### src/rtl/router_out_arbiter.sv
// Per-output-port round-robin arbiter for the 8x8 serial switch.
// Holds the grant for one whole packet, then releases it on packet end,
// abort or stall timeout. A dead RELEASE cycle separates consecutive grants.
module router_out_arbiter #(
    parameter int unsigned N_PORTS = 8,
    parameter int unsigned IDX_W   = 3,
    parameter int unsigned TIMEOUT = 32
) (
    input  logic               clock,
    input  logic               reset,
    input  logic [N_PORTS-1:0] req,
    input  logic [N_PORTS-1:0] frame_n,
    input  logic [N_PORTS-1:0] valid_n,
    output logic [N_PORTS-1:0] grant,
    output logic [IDX_W-1:0]   grant_idx,
    output logic               grant_valid,
    output logic               pkt_done,
    output logic               abort,
    output logic               timeout
);

    localparam int unsigned CNT_W = $clog2(TIMEOUT) + 1;

    typedef enum logic [1:0] {
        IDLE    = 2'd0,
        GRANT   = 2'd1,
        RELEASE = 2'd2
    } state_e;

    state_e             state_q, state_d;
    logic [N_PORTS-1:0] grant_q, grant_d;
    logic [IDX_W-1:0]   grant_idx_q, grant_idx_d;
    logic               grant_valid_q, grant_valid_d;
    logic               pkt_done_q, pkt_done_d;
    logic               abort_q, abort_d;
    logic               timeout_q, timeout_d;
    logic [IDX_W-1:0]   rr_ptr_q, rr_ptr_d;
    logic [CNT_W-1:0]   stall_cnt_q, stall_cnt_d;

    logic               win_found;
    logic [IDX_W-1:0]   win_idx;
    logic [IDX_W-1:0]   cand;
    logic               own_frame_n;
    logic               own_valid_n;

    // Round-robin search: first requester at or after rr_ptr, wrapping
    always_comb begin
        win_found = 1'b0;
        win_idx   = '0;
        cand      = '0;
        for (int k = 0; k < int'(N_PORTS); k++) begin
            cand = IDX_W'((32'(rr_ptr_q) + 32'(k)) % N_PORTS);
            if (!win_found && req[cand]) begin
                win_found = 1'b1;
                win_idx   = cand;
            end
        end
    end

    // Framing signals of the current owner
    always_comb begin
        own_frame_n = frame_n[grant_idx_q];
        own_valid_n = valid_n[grant_idx_q];
    end

    // Next-state and next-output logic
    always_comb begin
        state_d       = state_q;
        grant_d       = grant_q;
        grant_idx_d   = grant_idx_q;
        grant_valid_d = grant_valid_q;
        pkt_done_d    = 1'b0;
        abort_d       = 1'b0;
        timeout_d     = 1'b0;
        rr_ptr_d      = rr_ptr_q;
        stall_cnt_d   = stall_cnt_q;

        case (state_q)
            IDLE: begin
                if (win_found) begin
                    state_d       = GRANT;
                    grant_d       = N_PORTS'(1) << win_idx;
                    grant_idx_d   = win_idx;
                    grant_valid_d = 1'b1;
                    rr_ptr_d      = (win_idx == IDX_W'(N_PORTS - 1)) ? '0 : win_idx + IDX_W'(1);
                    stall_cnt_d   = '0;
                end
            end
            GRANT: begin
                if (own_frame_n && !own_valid_n) begin
                    state_d       = RELEASE;
                    grant_d       = '0;
                    grant_valid_d = 1'b0;
                    pkt_done_d    = 1'b1;
                end else if (own_frame_n) begin
                    state_d       = RELEASE;
                    grant_d       = '0;
                    grant_valid_d = 1'b0;
                    abort_d       = 1'b1;
                end else if (own_valid_n) begin
                    // Release on the TIMEOUT-th consecutive stalled cycle
                    if (stall_cnt_q == CNT_W'(TIMEOUT - 1)) begin
                        state_d       = RELEASE;
                        grant_d       = '0;
                        grant_valid_d = 1'b0;
                        timeout_d     = 1'b1;
                    end else if (stall_cnt_q != {CNT_W{1'b1}}) begin
                        stall_cnt_d = stall_cnt_q + CNT_W'(1);
                    end
                end else begin
                    stall_cnt_d = '0;
                end
            end
            RELEASE: begin
                state_d = IDLE;
            end
            default: begin
                state_d       = IDLE;
                grant_d       = '0;
                grant_valid_d = 1'b0;
            end
        endcase
    end

    // State and registered outputs
    always_ff @(posedge clock) begin
        if (reset) begin
            state_q       <= IDLE;
            grant_q       <= '0;
            grant_idx_q   <= '0;
            grant_valid_q <= 1'b0;
            pkt_done_q    <= 1'b0;
            abort_q       <= 1'b0;
            timeout_q     <= 1'b0;
            rr_ptr_q      <= '0;
            stall_cnt_q   <= '0;
        end else begin
            state_q       <= state_d;
            grant_q       <= grant_d;
            grant_idx_q   <= grant_idx_d;
            grant_valid_q <= grant_valid_d;
            pkt_done_q    <= pkt_done_d;
            abort_q       <= abort_d;
            timeout_q     <= timeout_d;
            rr_ptr_q      <= rr_ptr_d;
            stall_cnt_q   <= stall_cnt_d;
        end
    end

    assign grant       = grant_q;
    assign grant_idx   = grant_idx_q;
    assign grant_valid = grant_valid_q;
    assign pkt_done    = pkt_done_q;
    assign abort       = abort_q;
    assign timeout     = timeout_q;

endmodule
### config.mk
export PLATFORM = sky130hd
export DESIGN_NAME = router_out_arbiter
export DESIGN_NICKNAME = d
export VERILOG_FILES = /design/src/rtl/router_out_arbiter.sv
export SDC_FILE = /design/constraint.sdc
export NUM_CORES = 1
export LEC_CHECK = 0
export CAP_MARGIN = 20
export CORE_MARGIN = 2
export CORE_UTILIZATION = 35
export CTS_CLUSTER_SIZE = 24
export DETAILED_ROUTE_END_ITERATION = 8
export DONT_BUFFER_PORTS = 1
export HOLD_SLACK_MARGIN = 0.12
export PLACE_DENSITY = 0.6
export SYNTH_ARGS = -nofsm -noshare
export SYNTH_HDL_FRONTEND = slang
export SYNTH_SLANG_ARGS = --single-unit
### constraint.sdc
create_clock -name clock -period 8.39 [get_ports clock]
set_clock_uncertainty 0.2 [all_clocks]
set_input_delay 0.4195 -clock clock [delete_from_list [all_inputs] [get_ports clock]]
set_output_delay 0.4195 -clock clock [all_outputs]
set_load 0.005 [all_outputs]
==> impl_results.md <==
* TritonCTS Buffers at 3
* Power share of the clock group at 0.075
* DRC at 0
* Internal power at 477 µW
* Crit path launch type: flop
* R2r startpoint: rr_ptr_q[0]
* Reg2Reg Setup Slack at 2.87 ns
* Share of post-route cells with drive strength above 1 at 0.206
* Hold path start: reset
* CP Max Fanout at 20
* Layout area overhead at 2.51%
* Hold endpoint: grant_idx[2]
* Crit Path Category: flop to flop
* Gr usage total at 0.158
* Relative slew slack at 0.377
* Synth Register Bits at 26
* PortBufs at 0
* Critical path endpoint category: flop
* Status: completed
* Synth Area in Adders at 0.0444
* Reg2reg path depth at 14
* Slew @ Worst Pin at 0.933 ns
* Root buf cell: clkbuf_8
* Worst hold path class: input pin to flop
* Sink Count at 26
* Final hold viol count at 0
* Switch share at 0.489
* Initial antenna violation count at 0
* Count leader, synth: nor2_1
* Cell variety after synth at 73
* Site Rows at 31
* PD cells at 358 nW/µm²
* Sequential fraction of design power at 0.232
* Chip Height at 89.1 µm
* Yosys warns at 0
* Maximum VDD drop at 0.143 mV
* Mux contribution to synthesized area at 0.218
* Hold Path Depth at 2
* Setup repair after global routing missed its margin: no
* CTS tree: yes
* CTS Hold Bufs at 1
* Area share of the largest cell type after synthesis at 0.205
* RR Endpoint: rr_ptr_q[0]
* Die X at 89.1 µm
* CTS clock-pin slew for the worst setup and hold paths at 0.09 ns
* Initial core utilization at 0.356
* Die area at 7950 µm²
* # resized after CTS at 0
* Asr flop ratio synth at 0
* I/O pin count at 41
* Total Routed Length at 6050 µm
* Final Non-Filler Cells at 351
* Arr. time, crit path at 5.49 ns
* Comb pwr share at 0.692
* Largest net degree at the start of global routing at 25
* Clk_lat worst skew at 0.27 ns
* Core ar. at 7140 µm²
* Post-Synth Simple-Gate Area at 0.191
* Vias in the first global route at 2031
* Gpl congestion at 0.830
* Pre-antenna DRT Iters at 4
* Dpl cells at 347
* XOR/XNOR share of the synthesized area at 0.0276
* Fill cell count at 763
* Drt initial violations at 164
* Net switching power at 455 µW
* Final setup vio count at 0
* Fmax at 0.181 GHz
* First-pass GRT wire length at 10200 µm
* N_diodes at 0
* Final Slew Violations at 0
* Total gr overflow at 0
* Nets@finish at 289
* Yosys top cell by area: dfxtp_1
* Setup Fix Bufs, Post-CTS at 0
* Number of synthesized flops with an enable pin at 0
* Syn_area_per_cell at 9.65 µm²
* Register area share after synthesis at 0.205
* Setup TNS at 0 ns
* Max-cap violations at 0
* Hpwl dp at 4440 µm
* Synthesized Nets at 298
* Most common library cells after synthesis: nor2_1 (36), dfxtp_1 (26), mux4_2 (17), nand2_1 (17)
* Vias post-DR at 2086
* Synth area leaders: dfxtp_1 (21%), mux4_2 (15%), nor2_1 (5.3%)
* Remaining antenna violation count at 0
* Max Root-Sink Buffers at 2
* Synth Area in Compound Gates at 0.255
* Cells after synthesis at 263
* P_leak at 0.892 nW
* Mapped Area at 2540 µm²
* Largest family of logic cells by synthesized area: compound AO/OA/AOI/OAI gates
* Vias/cell at 5.94
* Critical Path RT at 8.37 ns
* Most used DFF post-synth: dfxtp_1
* Final period util at 0.658
* Wire per inst at 17.2 µm
* Shortest period the worst path allows at 5.52 ns
* H-Tree Depth at 1
[power by group through the flow]
stage               Combinational [mW]  Sequential [mW]  Clock [mW]
finish                           0.645            0.217      0.0702
floorplan                        0.589            0.176           0
CTS                              0.640            0.218      0.0723
global placement                 0.632            0.220           0
global route                     0.715            0.226      0.0769
detailed placement               0.634            0.221           0
[placed cells by master, fill, tap and decap left out, types with 3 or more instances in the layout]
master and instances:
clkbuf_8 3, nor3_1 9, mux2_2 8, xnor2_1 5
ha_1 9, a211oi_1 3, o21a_1 3, nand3_1 7
inv_1 9, o21ai_0 7, nor2_1 36, mux4_2 17
o211ai_1 4, a21oi_1 5, mux2i_1 8, nand2_1 17
nand2b_1 6, xor2_1 3, a22oi_1 4, dfxtp_1 26
[routing by layer]
layer | global-route usage | part of all wire | up-vias
met1 | 0.227 | 0.46 | 1025
met3 | 0.0249 | 0.067 | 4
li1 | - | - | 987
met4 | 0.0204 | 0.0079 | 0
met5 | 0 | 0 | -
met2 | 0.258 | 0.46 | 70
[area by class of cell]
cell class	instances	area, µm²	share of cell area
multi-input combinational	212	1870	0.718
sequential	26	520	0.200
tap	99	124	0.0476
clock buffer	3	41.3	0.0159
inverter	10	37.5	0.0144
timing repair buffer	1	10.0	0.00385
[worst max-delay path: stages (launching register included)]
cell and delay [ns]:
dfxtp_1 0.91, clkinv_1 0.59, ha_1 0.97, mux2_2 0.42
a221oi_2 0.40, o211ai_2 0.28, nor2_2 0.28, a32oi_1 0.14
o211ai_1 0.21, o21ai_0 0.19, ha_1 0.28, ha_1 0.22
nor2_1 0.11, o211ai_1 0.09, o32ai_1 0.12
[kinds of logic (layout without fill, tap and decap cells)]
kind of cell,Yosys count,after routing
AOI/OAI and AO/OA,68,68
and+or+nand+nor,94,94
DFF,26,26
xor gates and xnor gates,8,8
buffers and inverters,25,14
muxes,33,33
adders and majority gates,9,9
[metrics by stage]
| stage | total power, mW | hold WS [ns] | setup WS (ns) | cell area (µm²) | utilization |
|---|---|---|---|---|---|
| 4_1_cts | 0.930 | 0.129 | 2.87 | 2600 | 0.364 |
| 6_report | 0.932 | 0.145 | 2.87 | 2600 | 0.364 |
| 5_1_grt | 1.02 | 0.134 | 2.36 | 2600 | 0.364 |
| 2_1_floorplan | 0.765 | 0.240 | 4.57 | 2540 | - |
| 3_5_place_dp | 0.855 | 0.274 | 2.89 | 2550 | 0.357 |
| 3_3_place_gp | 0.852 | 0.274 | 3.01 | 2550 | 0.357 |
[sequential cells by signal, indices dropped and copies added, names as in the netlist]
name,cells
abort,1
grant,8
grant_idx,3
grant_valid,1
pkt_done,1
rr_ptr_q,3
stall_cnt_q,6
state_q,2
timeout,1
[worst max-delay path by stage]
stage                startpoint           to  slack, ns  cells past startpoint
floorplan           rr_ptr_q[0]  rr_ptr_q[0]       4.57                     16
detailed placement  rr_ptr_q[0]  rr_ptr_q[0]       2.89                     14
CTS                 rr_ptr_q[0]  rr_ptr_q[0]       2.87                     14
finish              rr_ptr_q[0]  rr_ptr_q[0]       2.87                     14
global placement    rr_ptr_q[0]  rr_ptr_q[0]       3.01                     14
global route        rr_ptr_q[0]  rr_ptr_q[0]       2.36                     14
Power figures use the tool's default switching activity.
